--- src/rtl/decode_stage_pipe.sv ---
// Registered RV32/RV64 decode stage: decodes one instruction per cycle into execute
// operands and write controls, with load-use stall, flush and illegal-encoding detection.
module decode_stage_pipe #(
  parameter int XLEN  = 32,
  parameter int M_EXT = 1,
  parameter int ZICSR = 1
) (
  input  logic            clk,
  input  logic            rst_n,
  input  logic            in_valid_i,
  output logic            in_ready_o,
  input  logic [31:0]     inst_i,
  input  logic [XLEN-1:0] inst_addr_i,
  output logic [4:0]      reg1_addr_o,
  output logic [4:0]      reg2_addr_o,
  input  logic [XLEN-1:0] reg1_data_i,
  input  logic [XLEN-1:0] reg2_data_i,
  input  logic [XLEN-1:0] csr_data_i,
  output logic [11:0]     csr_rd_addr_o,
  input  logic            flush_i,
  output logic            out_valid_o,
  input  logic            out_ready_i,
  output logic [31:0]     inst_o,
  output logic [XLEN-1:0] inst_addr_o,
  output logic [XLEN-1:0] op1_o,
  output logic [XLEN-1:0] op2_o,
  output logic [XLEN-1:0] op1_jump_o,
  output logic [XLEN-1:0] op2_jump_o,
  output logic [XLEN-1:0] reg1_data_o,
  output logic [XLEN-1:0] reg2_data_o,
  output logic [XLEN-1:0] csr_data_o,
  output logic            reg_wr_en_o,
  output logic [4:0]      reg_wr_addr_o,
  output logic            csr_wr_en_o,
  output logic [11:0]     csr_wr_addr_o,
  output logic            illegal_o,
  output logic            is_load_o,
  output logic            load_use_stall_o
);

  localparam logic [6:0] OPC_LUI     = 7'b0110111;
  localparam logic [6:0] OPC_AUIPC   = 7'b0010111;
  localparam logic [6:0] OPC_JAL     = 7'b1101111;
  localparam logic [6:0] OPC_JALR    = 7'b1100111;
  localparam logic [6:0] OPC_BRANCH  = 7'b1100011;
  localparam logic [6:0] OPC_LOAD    = 7'b0000011;
  localparam logic [6:0] OPC_STORE   = 7'b0100011;
  localparam logic [6:0] OPC_OPIMM   = 7'b0010011;
  localparam logic [6:0] OPC_OP      = 7'b0110011;
  localparam logic [6:0] OPC_OPIMM32 = 7'b0011011;
  localparam logic [6:0] OPC_OP32    = 7'b0111011;
  localparam logic [6:0] OPC_FENCE   = 7'b0001111;
  localparam logic [6:0] OPC_SYSTEM  = 7'b1110011;

  localparam logic [XLEN-1:0] ZERO_X = {XLEN{1'b0}};
  localparam logic [XLEN-1:0] FOUR_X = {{(XLEN-3){1'b0}}, 3'd4};

  logic [6:0]      opcode_s;
  logic [4:0]      rd_s;
  logic [2:0]      f3_s;
  logic [4:0]      rs1_s;
  logic [4:0]      rs2_s;
  logic [6:0]      f7_s;
  logic [XLEN-1:0] i_imm_s, s_imm_s, b_imm_s, u_imm_s, j_imm_s, uimm_s;

  assign opcode_s = inst_i[6:0];
  assign rd_s     = inst_i[11:7];
  assign f3_s     = inst_i[14:12];
  assign rs1_s    = inst_i[19:15];
  assign rs2_s    = inst_i[24:20];
  assign f7_s     = inst_i[31:25];

  assign i_imm_s = {{(XLEN-12){inst_i[31]}}, inst_i[31:20]};
  assign s_imm_s = {{(XLEN-12){inst_i[31]}}, inst_i[31:25], inst_i[11:7]};
  assign b_imm_s = {{(XLEN-12){inst_i[31]}}, inst_i[7], inst_i[30:25], inst_i[11:8], 1'b0};
  assign u_imm_s = {{(XLEN-31){inst_i[31]}}, inst_i[30:12], 12'h000};
  assign j_imm_s = {{(XLEN-20){inst_i[31]}}, inst_i[19:12], inst_i[20], inst_i[30:21], 1'b0};
  assign uimm_s  = {{(XLEN-5){1'b0}}, inst_i[19:15]};

  logic            ill_s, rs1_used_s, rs2_used_s, rd_wr_s, csr_op_s, csr_wr_s, is_load_s;
  logic [XLEN-1:0] op1_s, op2_s, j1_s, j2_s;

  // Raw decode: classify the opcode, pick operands and flag reserved encodings.
  always_comb begin
    ill_s      = 1'b0;
    rs1_used_s = 1'b0;
    rs2_used_s = 1'b0;
    rd_wr_s    = 1'b0;
    csr_op_s   = 1'b0;
    csr_wr_s   = 1'b0;
    is_load_s  = 1'b0;
    op1_s      = ZERO_X;
    op2_s      = ZERO_X;
    j1_s       = ZERO_X;
    j2_s       = ZERO_X;
    case (opcode_s)
      OPC_LUI: begin
        rd_wr_s = 1'b1;
        op1_s   = u_imm_s;
      end
      OPC_AUIPC: begin
        rd_wr_s = 1'b1;
        op1_s   = u_imm_s;
        op2_s   = inst_addr_i;
      end
      OPC_JAL: begin
        rd_wr_s = 1'b1;
        op1_s   = inst_addr_i;
        op2_s   = FOUR_X;
        j1_s    = inst_addr_i;
        j2_s    = j_imm_s;
      end
      OPC_JALR: begin
        rd_wr_s    = 1'b1;
        rs1_used_s = 1'b1;
        op1_s      = inst_addr_i;
        op2_s      = FOUR_X;
        j1_s       = reg1_data_i;
        j2_s       = i_imm_s;
      end
      OPC_BRANCH: begin
        rs1_used_s = 1'b1;
        rs2_used_s = 1'b1;
        op1_s      = reg1_data_i;
        op2_s      = reg2_data_i;
        j1_s       = inst_addr_i;
        j2_s       = b_imm_s;
        ill_s      = (f3_s == 3'b010) || (f3_s == 3'b011);
      end
      OPC_LOAD: begin
        rs1_used_s = 1'b1;
        rd_wr_s    = 1'b1;
        is_load_s  = 1'b1;
        op1_s      = reg1_data_i;
        op2_s      = i_imm_s;
        case (f3_s)
          3'b000, 3'b001, 3'b010, 3'b100, 3'b101: ill_s = 1'b0;
          3'b011, 3'b110:                         ill_s = (XLEN == 32);
          default:                                ill_s = 1'b1;
        endcase
      end
      OPC_STORE: begin
        rs1_used_s = 1'b1;
        rs2_used_s = 1'b1;
        op1_s      = reg1_data_i;
        op2_s      = s_imm_s;
        case (f3_s)
          3'b000, 3'b001, 3'b010: ill_s = 1'b0;
          3'b011:                 ill_s = (XLEN == 32);
          default:                ill_s = 1'b1;
        endcase
      end
      OPC_OPIMM: begin
        rs1_used_s = 1'b1;
        rd_wr_s    = 1'b1;
        op1_s      = reg1_data_i;
        op2_s      = i_imm_s;
        // On RV64 the shift amount takes one more bit out of the funct7 field.
        if (f3_s == 3'b001) begin
          ill_s = (XLEN == 64) ? (inst_i[31:26] != 6'b000000) : (f7_s != 7'b0000000);
        end else if (f3_s == 3'b101) begin
          ill_s = (XLEN == 64) ?
                  ((inst_i[31:26] != 6'b000000) && (inst_i[31:26] != 6'b010000)) :
                  ((f7_s != 7'b0000000) && (f7_s != 7'b0100000));
        end else begin
          ill_s = 1'b0;
        end
      end
      OPC_OP: begin
        rs1_used_s = 1'b1;
        rs2_used_s = 1'b1;
        rd_wr_s    = 1'b1;
        op1_s      = reg1_data_i;
        op2_s      = reg2_data_i;
        case (f7_s)
          7'b0000000: ill_s = 1'b0;
          7'b0100000: ill_s = !((f3_s == 3'b000) || (f3_s == 3'b101));
          7'b0000001: ill_s = (M_EXT == 0);
          default:    ill_s = 1'b1;
        endcase
      end
      OPC_OPIMM32: begin
        if (XLEN == 32) begin
          ill_s = 1'b1;
        end else begin
          rs1_used_s = 1'b1;
          rd_wr_s    = 1'b1;
          op1_s      = reg1_data_i;
          op2_s      = i_imm_s;
          case (f3_s)
            3'b000:  ill_s = 1'b0;
            3'b001:  ill_s = (f7_s != 7'b0000000);
            3'b101:  ill_s = (f7_s != 7'b0000000) && (f7_s != 7'b0100000);
            default: ill_s = 1'b1;
          endcase
        end
      end
      OPC_OP32: begin
        if (XLEN == 32) begin
          ill_s = 1'b1;
        end else begin
          rs1_used_s = 1'b1;
          rs2_used_s = 1'b1;
          rd_wr_s    = 1'b1;
          op1_s      = reg1_data_i;
          op2_s      = reg2_data_i;
          case (f7_s)
            7'b0000000: ill_s = !((f3_s == 3'b000) || (f3_s == 3'b001) || (f3_s == 3'b101));
            7'b0100000: ill_s = !((f3_s == 3'b000) || (f3_s == 3'b101));
            7'b0000001: ill_s = (M_EXT == 0) || (f3_s == 3'b001) || (f3_s == 3'b010) ||
                                (f3_s == 3'b011);
            default:    ill_s = 1'b1;
          endcase
        end
      end
      OPC_FENCE: begin
        ill_s = 1'b0;
      end
      OPC_SYSTEM: begin
        if (f3_s == 3'b000) begin
          ill_s = 1'b0;
        end else if ((ZICSR == 0) || (f3_s == 3'b100)) begin
          ill_s = 1'b1;
        end else begin
          csr_op_s   = 1'b1;
          rd_wr_s    = 1'b1;
          rs1_used_s = !f3_s[2];
          op1_s      = f3_s[2] ? uimm_s : reg1_data_i;
          // Set/clear with a zero mask only reads the CSR.
          csr_wr_s   = (f3_s[1:0] == 2'b01) || (rs1_s != 5'd0);
        end
      end
      default: begin
        ill_s = 1'b1;
      end
    endcase
  end

  logic out_valid_r, is_load_r, capture_s, rd_hit_s;
  logic [4:0] reg_wr_addr_r;

  assign reg1_addr_o   = rs1_used_s ? rs1_s : 5'd0;
  assign reg2_addr_o   = rs2_used_s ? rs2_s : 5'd0;
  assign csr_rd_addr_o = csr_op_s ? inst_i[31:20] : 12'h000;

  assign rd_hit_s = (rs1_used_s && (rs1_s == reg_wr_addr_r)) ||
                    (rs2_used_s && (rs2_s == reg_wr_addr_r));
  assign load_use_stall_o = out_valid_r && is_load_r && (reg_wr_addr_r != 5'd0) &&
                            rd_hit_s && in_valid_i;
  assign in_ready_o = (!out_valid_r || out_ready_i) && !load_use_stall_o && !flush_i;
  assign capture_s  = in_valid_i && in_ready_o;

  logic [31:0]     inst_r;
  logic [XLEN-1:0] inst_addr_r, op1_r, op2_r, j1_r, j2_r, r1d_r, r2d_r, csrd_r;
  logic            reg_wr_en_r, csr_wr_en_r, illegal_r;
  logic [11:0]     csr_wr_addr_r;

  // Output register: flush kills, capture loads, drain empties, otherwise hold.
  always_ff @(posedge clk or negedge rst_n) begin
    if (!rst_n) begin
      out_valid_r   <= 1'b0;
      inst_r        <= 32'h0000_0000;
      inst_addr_r   <= ZERO_X;
      op1_r         <= ZERO_X;
      op2_r         <= ZERO_X;
      j1_r          <= ZERO_X;
      j2_r          <= ZERO_X;
      r1d_r         <= ZERO_X;
      r2d_r         <= ZERO_X;
      csrd_r        <= ZERO_X;
      reg_wr_en_r   <= 1'b0;
      reg_wr_addr_r <= 5'd0;
      csr_wr_en_r   <= 1'b0;
      csr_wr_addr_r <= 12'h000;
      illegal_r     <= 1'b0;
      is_load_r     <= 1'b0;
    end else if (flush_i) begin
      out_valid_r <= 1'b0;
    end else if (capture_s) begin
      out_valid_r   <= 1'b1;
      inst_r        <= inst_i;
      inst_addr_r   <= inst_addr_i;
      op1_r         <= ill_s ? ZERO_X : op1_s;
      op2_r         <= ill_s ? ZERO_X : op2_s;
      j1_r          <= ill_s ? ZERO_X : j1_s;
      j2_r          <= ill_s ? ZERO_X : j2_s;
      r1d_r         <= ill_s ? ZERO_X : reg1_data_i;
      r2d_r         <= ill_s ? ZERO_X : reg2_data_i;
      csrd_r        <= (csr_op_s && !ill_s) ? csr_data_i : ZERO_X;
      reg_wr_en_r   <= rd_wr_s && !ill_s && (rd_s != 5'd0);
      reg_wr_addr_r <= (rd_wr_s && !ill_s) ? rd_s : 5'd0;
      csr_wr_en_r   <= csr_wr_s && !ill_s;
      csr_wr_addr_r <= (csr_op_s && !ill_s) ? inst_i[31:20] : 12'h000;
      illegal_r     <= ill_s;
      is_load_r     <= is_load_s && !ill_s;
    end else if (out_ready_i) begin
      out_valid_r <= 1'b0;
    end else begin
      out_valid_r <= out_valid_r;
    end
  end

  assign out_valid_o   = out_valid_r;
  assign inst_o        = inst_r;
  assign inst_addr_o   = inst_addr_r;
  assign op1_o         = op1_r;
  assign op2_o         = op2_r;
  assign op1_jump_o    = j1_r;
  assign op2_jump_o    = j2_r;
  assign reg1_data_o   = r1d_r;
  assign reg2_data_o   = r2d_r;
  assign csr_data_o    = csrd_r;
  assign reg_wr_en_o   = reg_wr_en_r;
  assign reg_wr_addr_o = reg_wr_addr_r;
  assign csr_wr_en_o   = csr_wr_en_r;
  assign csr_wr_addr_o = csr_wr_addr_r;
  assign illegal_o     = illegal_r;
  assign is_load_o     = is_load_r;

endmodule

--- config.mk ---
export PLATFORM = sky130hd
export DESIGN_NAME = decode_stage_pipe
export DESIGN_NICKNAME = d
export VERILOG_FILES = /design/src/rtl/decode_stage_pipe.sv
export SDC_FILE = /design/constraint.sdc
export NUM_CORES = 1
export LEC_CHECK = 0
export ABC_AREA = 0
export CAP_MARGIN = 20
export CORE_AREA = 2 2 195 197
export CTS_BUF_LIST = sky130_fd_sc_hd__clkbuf_16
export DETAILED_ROUTE_END_ITERATION = 8
export DIE_AREA = 0 0 197 199
export GPL_ROUTABILITY_DRIVEN = 1
export PLACE_DENSITY = 0.74
export SLEW_MARGIN = 20
export SYNTH_ARGS = -nofsm -noshare
export SYNTH_HDL_FRONTEND = slang
export SYNTH_SLANG_ARGS = --single-unit
--- constraint.sdc ---
create_clock -name clk -period 2.4 [get_ports clk]
set_input_delay 0.48 -clock clk [delete_from_list [all_inputs] [get_ports clk]]
set_output_delay 0.48 -clock clk [all_outputs]
set_load 0.05 [all_outputs]
## Word level (Yosys, flattened, before mapping)

Cells that the tools add are included.

| storage, ports and cells | value |
|---|---|
| logic and storage cells | 128 |
| output and inout bits | 334 |
| register bits | 310 |
| input bits | 165 |

| cells by class | value |
|---|---|
| eq/ne operators | 22 |
| reduce and logical (&&, ||, !) cells | 47 |
| multiplexer cells | 42 |
| bitwise gates (word level) | 1 |

Operators by type and width:

| cell | number |
|---|---|
| $mux 32 | 10 |
| $pmux 32 s5 | 1 |
| $pmux 32 s4 | 1 |
| $pmux 32 s3 | 1 |
| $pmux 32 s2 | 1 |
| $eq 7x6->1 const B | 4 |
| $eq 7x7->1 const B | 4 |
| $mux 12 | 2 |
| $mux 1 | 19 |
| $logic_and 1x1->1 | 15 |
| $mux 5 | 3 |
| $reduce_bool 5->1 | 3 |
| $reduce_or 5->1 | 3 |
| $eq 7x5->1 const B | 2 |
| $reduce_or 2->1 | 6 |
| $eq 5x5->1 | 2 |
| $eq 7x1->1 const B | 1 |
| $eq 7x2->1 const B | 1 |
| $eq 7x4->1 const B | 1 |
| $logic_not 7->1 | 1 |
| $ne 7x6->1 const B | 1 |
| $pmux 1 s7 | 1 |
| $reduce_bool 7->1 | 1 |
| $reduce_or 7->1 | 1 |
| 13 further kinds | 27 |

## Logic depth before layout (Yosys ltp)

Gate-level depths: netlist of run 1.

| depth | value |
|---|---|
| word-level depth | 14 |
| depth in mapped cells | 11 |
| mapped depth without buffers | 6 |

## Worst setup path before layout of run 1

OpenSTA, ideal clock, no wires.

| timing path | value |
|---|---|
| kind | reg-to-output |
| from | reg reg_wr_addr_r[0], in the netlist reg_wr_addr_o[0] |
| to | out in_ready_o |
| buffers on the path | 0 |
| required time | 1920 ps |
| data arrival time | 2899 ps |
| path slack | -979 ps |
| stages on the path, launching flop included | 6 |
| cells stage by stage | dfrtp_1 > or4_1 > o2111ai_1 > inv_1 > and2_1 > nor3_1 |

| on the way | value |
|---|---|
| longest elaborated chain between the ends | 8 |
| elaborated cells on any way between the ends | 12 |
| those cells by class | 2 x eq/ne; 10 x reduce/logical |

Ends and longest elaborated chain:

| element | RTL line | text |
|---|---|---|
| start: declaration | 240 | `logic [4:0] reg_wr_addr_r;` |
| start signal: assignment | 291 | `reg_wr_addr_r <= (rd_wr_s && !ill_s) ? rd_s : 5'd0;` |
| $eq 5x5->1 (on tied branches) | 246, 247 |  |
| $logic_and 1x1->1 (on tied branches) | 246, 247 |  |
| $logic_or 1x1->1 | 246 | `assign rd_hit_s = (rs1_used_s && (rs1_s == reg_wr_addr_r)) \|\|` |
| $logic_and 1x1->1 * | 248 | `assign load_use_stall_o = out_valid_r && is_load_r && (reg_wr_addr_r != 5'd0) &&` |
| $logic_and 1x1->1 * | 249 | `rd_hit_s && in_valid_i;` |
| net load_use_stall_o | 38 | `output logic load_use_stall_o` |
| $logic_not 1->1 * | 250 | `assign in_ready_o = (!out_valid_r \|\| out_ready_i) && !load_use_stall_o && !flush_i;` |
| $logic_and 1x1->1 * (2 in a row) | 250 |  |
| end: declaration | 11 | `output logic in_ready_o,` |

The timed path passes the listed nets; every way through them passes the cells marked *.

## Worst setup path after layout of run 1

| timing path | value |
|---|---|
| from | reg reg_wr_addr_r[4], in the netlist reg_wr_addr_o[4] |
| to | out in_ready_o |

| on the way | value |
|---|---|
| longest elaborated chain between the ends | 8 |
| elaborated cells on any way between the ends | 12 |
| those cells by class | 2 x eq/ne; 10 x reduce/logical |

Ends and longest elaborated chain:

| element | RTL line |
|---|---|
| $eq 5x5->1 (on tied branches) | 246, 247 |
| $logic_and 1x1->1 (on tied branches) | 246, 247 |
| $logic_or 1x1->1 | 246 |
| $logic_and 1x1->1 * | 248 |
| $logic_and 1x1->1 * | 249 |
| $logic_not 1->1 * | 250 |
| $logic_and 1x1->1 * (2 in a row) | 250 |

Every way passes the cells marked *; elsewhere a longest branch is shown, timed or not.

==> Flow_metrics.wiki, run 1 <==
{| class="wikitable"
! Metric !! Value
|-
| Leakage Power || 11.26 nW
|-
| Total setup violations reported at the end of the flow || 121
|-
| Max_slew headroom || 51.01%
|-
| Clock tree from TritonCTS || done
|-
| Top-area cell type share of the netlist area || 51.44%
|-
| # nets final || 2108
|-
| Remaining DRCs || 7
|-
| Area taken by multi-input logic gates || 6734 µm²
|-
| Net count after synthesis || 1444
|-
| Share of post-route cells with drive strength above 1 || 28.92%
|-
| Global route hottest layer || met2
|-
| Cell with the most instances after synthesis || sky130_fd_sc_hd__dfrtp_1
|-
| Global routing usage on met3 || 7.511%
|-
| Most used standard cells in the synthesized netlist || sky130_fd_sc_hd__dfrtp_1 (299), sky130_fd_sc_hd__inv_1 (113), sky130_fd_sc_hd__nand2_1 (113)
|-
| Final worst setup slack || -373.2 ps
|-
| Via count || 13422
|-
| Arr. time, crit path || 2290 ps
|-
| Setup_tns || -9232 ps
|-
| Final Core Density || 65.60%
|-
| Filler cells || 2662
|-
| Worst VDD drop || 0.0005135 V
|-
| Number of buffers created by CTS || 34
|-
| Root buffer cell || sky130_fd_sc_hd__clkbuf_16
|-
| Initial Util || 39.17%
|-
| Final cycle utilization of the critical path || 115.6%
|-
| Layout overhead on the synthesized area || 67.45%
|-
| Post-route clock skew || 11.34 ps
|-
| Startpoint-to-endpoint class of the critical path || reg2out
|-
| Die H || 199 µm
|-
| Cell count after placement || 2320
|-
| Number of max-slew violations in the final report || 0
|-
| Post-synthesis cell type with the largest combined area || sky130_fd_sc_hd__dfrtp_1
|-
| Global-route wire length before repair || 89.55 mm
|-
| Power Density || 566.8 nW/µm²
|-
| Critical path endpoint category || output port
|-
| Area of the core || 37130 µm²
|-
| Count of mapped cells out of synthesis || 1279
|-
| DP HPWL || 43.58 mm
|-
| Total detailed-routing wirelength || 61.93 mm
|-
| Grt met1 use || 37.27%
|-
| Largest cells by area after synthesis || sky130_fd_sc_hd__dfrtp_1 (51%), sky130_fd_sc_hd__mux2_1 (8.1%), sky130_fd_sc_hd__mux2i_1 (7.6%), sky130_fd_sc_hd__mux2_2 (6.6%), sky130_fd_sc_hd__inv_1 (2.9%)
|-
| GR Layer Usage met2 || 52.73%
|-
| Run status || complete, but fails checks
|-
| Post-layout minimum cycle time || 2773 ps
|-
| Clock sinks || 299
|-
| Number of buffers between clock root and the deepest sink || 3
|-
| Port Buf Inserts || 498
|-
| Finished Layout Cells || 2439
|-
| Routed length per instance || 25.39 µm
|-
| Netlist area before placement || 14550 µm²
|-
| Sort of element at the start of the critical path || flip-flop
|-
| Count of pins on the block boundary || 499
|-
| Die area || 39200 µm²
|-
| Horizontal extent of the die || 197 µm
|-
| Design area || 24360 µm²
|-
| Violations in the final reports || design-rule violations, negative setup slack
|-
| Total area of sequential cells || 7488 µm²
|-
| Async SR Flop Fraction || 100.0%
|-
| Post-synthesis sequential element count || 299
|-
| Largest net degree at the start of global routing || 60
|-
| Final ANT Viol Nets || 0
|-
| Router iterations before antenna repair || 9
|-
| H-tree depth || 2
|-
| Critical path required time || 1920 ps
|-
| GR Util All Layers || 30.59%
|-
| Global placer's final weighted congestion || 0.9181
|-
| YS warnings || 0
|-
| Max FO, Critical Path || 5
|-
| Number of global-route vias before repair || 13771
|-
| Number of violations reported at the end of detailed-routing iteration 0 || 1071
|-
| EDFF count, synth || 0
|-
| Max frequency || 360.6 MHz
|-
| Placed Instance Area || 21910 µm²
|-
| Number of unique standard cell types used by synthesis || 59
|-
| Clock latency on the worst-skew pair || 520 ps
|-
| Clock transition at the register clock pins on the worst setup and hold paths after CTS || 60 ps
|-
| Mean instance size in the synthesized netlist || 11.37 µm²
|-
| Type of the worst min-delay path || in2reg
|-
| Total count of hold-check failures in the final report || 0
|-
| Routed via count divided by cell count || 5.503
|-
| Max-cap check violation count || 0
|-
| Floorplan row count || 71
|-
| Share of the yosys chip area belonging to registers || 51.44%
|-
| GRT overflow || 0
|-
| Most used flip-flop cell after synthesis || sky130_fd_sc_hd__dfrtp_1
|-
| Antenna violations before repair || 1
|-
| Tightest Pin Transition || 732.1 ps
|-
| Unrepaired setup endpoints after global routing || true
|}
-- flip-flops by register name (all words and copies together), names as in the netlist --
name	cells
reg1_data_o	32
reg2_data_o	32
out_valid_o	1
reg_wr_en_o	1
csr_wr_en_o	1
inst_addr_o	32
is_load_o	1
op1_o	32
csr_wr_addr_o	12
reg_wr_addr_o	5
illegal_o	1
csr_data_o	32
inst_o	32
op2_jump_o	21
op2_o	32
op1_jump_o	32
-- through the flow --
stage | power, mW | hold slack (ps) | worst slack, ps
floorplan | 7.047 | 184.4 | -99.80
global placement | 8.449 | 472.3 | -648.0
detailed placement | 8.489 | 474.3 | -712.2
CTS | 13.76 | 203.5 | -379.3
global route | 14.23 | 216.5 | -421.4
finish | 13.81 | 231.7 | -373.2
-- final timing paths --
check / start / endpoint / slack (ps) / depth (start not counted)
min in group asynchronous: rst_n / csr_data_o[2] / 530 / 2
max reg2reg: reg_wr_addr_o[4] / op1_jump_o[9] / -160 / 10
min: inst_i[3] / inst_o[3] / 230 / 2
max in group asynchronous: rst_n / op2_o[1] / 1150 / 3
min reg2reg: csr_wr_addr_o[10] / csr_wr_addr_o[10] / 490 / 1
max: reg_wr_addr_o[4] / in_ready_o / -370 / 6
-- power breakdown --
group	internal, mW	leakage (nW)	switching (mW)
Sequential	5.29	4.01	0.157
Clock	2.97	0.550	2.11
Combinational	1.40	6.70	1.88
-- per-layer routing --
metal | vias to the layer above | share of wire (%)
met4 | 0 | 3.9
li1 | 5789 | -
met5 | - | 0
met1 | 6733 | 38
met3 | 151 | 9.0
met2 | 749 | 49
-- logic make-up after synthesis --
family	share of synthesized area, %
buffers and inverters	7.819
multiplexers	22.20
AO/OA/AOI/OAI	8.077
flip-flops	51.44
AND/OR/NAND/NOR	9.746
XOR/XNOR	0.7225
-- worst max-delay path, stage by stage (launching register included) --
cell,delay [ps]
sky130_fd_sc_hd__dfrtp_2,500
sky130_fd_sc_hd__or4_4,460
sky130_fd_sc_hd__o2111ai_2,200
sky130_fd_sc_hd__inv_2,70
sky130_fd_sc_hd__and2_4,170
sky130_fd_sc_hd__nor3_4,190
sky130_fd_sc_hd__buf_6,180
-- cell usage in the layout (no fill, tap or decap), drive strengths merged, types with 3 or more instances in the layout --
master | synthesis | final
clkdlybuf4s50 | 0 | 448
dfrtp | 299 | 299
buf | 74 | 270
mux2 | 189 | 189
inv | 115 | 120
nand2 | 113 | 113
mux2i | 110 | 110
nor3 | 61 | 61
nor2 | 57 | 57
a22oi | 44 | 44
clkbuf | 38 | 44
a222oi | 26 | 26
and2 | 24 | 24
a221oi | 22 | 22
and3 | 16 | 16
dlygate4sd2 | 0 | 13
clkinv | 0 | 11
a21oi | 10 | 10
nor2b | 10 | 10
a221o | 9 | 9
xor2 | 8 | 8
a32o | 4 | 4
nor4 | 4 | 4
xnor2 | 4 | 4
or4 | 4 | 4
o21ai | 3 | 3
-- layout make-up --
type,count,area share (%)
Clock inverter,20,0.5753
Sequential cell,299,30.74
Antenna cell,1,0.01027
Inverter,115,1.788
Tap cell,474,2.435
Clock buffer,37,3.801
Timing Repair Buffer,739,33.00
Multi-Input combinational cell,754,27.65
-- timing repair --
item / CTS / global route
resized for setup: 154 / 84
endpoints found under the setup margin: 324 / 261
pin swaps: 9 / 9
endpoints found under the hold margin: 51 / 0
hold buffers: 1 / 0
cloned: 13 / 7
setup buffers: 32 / 22
No activity file was read; power rests on OpenSTA's default activity.
==> run 2, diff against run 1 <==
--- a/config.mk
+++ b/config.mk
@@ -13,7 +13,7 @@
 export DIE_AREA = 0 0 197 199
 export GPL_ROUTABILITY_DRIVEN = 1
 export PLACE_DENSITY = 0.74
-export SLEW_MARGIN = 20
+export SLEW_MARGIN = 30
 export SYNTH_ARGS = -nofsm -noshare
 export SYNTH_HDL_FRONTEND = slang
 export SYNTH_SLANG_ARGS = --single-unit
==> results of run 2 <==
The final DEF is identical to that of run 1; final timing and power are the same.
==> run 3, diff against run 2 <==
--- a/config.mk
+++ b/config.mk
@@ -9,6 +9,7 @@
 export CAP_MARGIN = 20
 export CORE_AREA = 2 2 195 197
 export CTS_BUF_LIST = sky130_fd_sc_hd__clkbuf_16
+export CTS_CLUSTER_DIAMETER = 120
 export DETAILED_ROUTE_END_ITERATION = 8
 export DIE_AREA = 0 0 197 199
 export GPL_ROUTABILITY_DRIVEN = 1
==> results of run 3 <==
The final DEF is identical to that of run 1; final timing and power are the same.
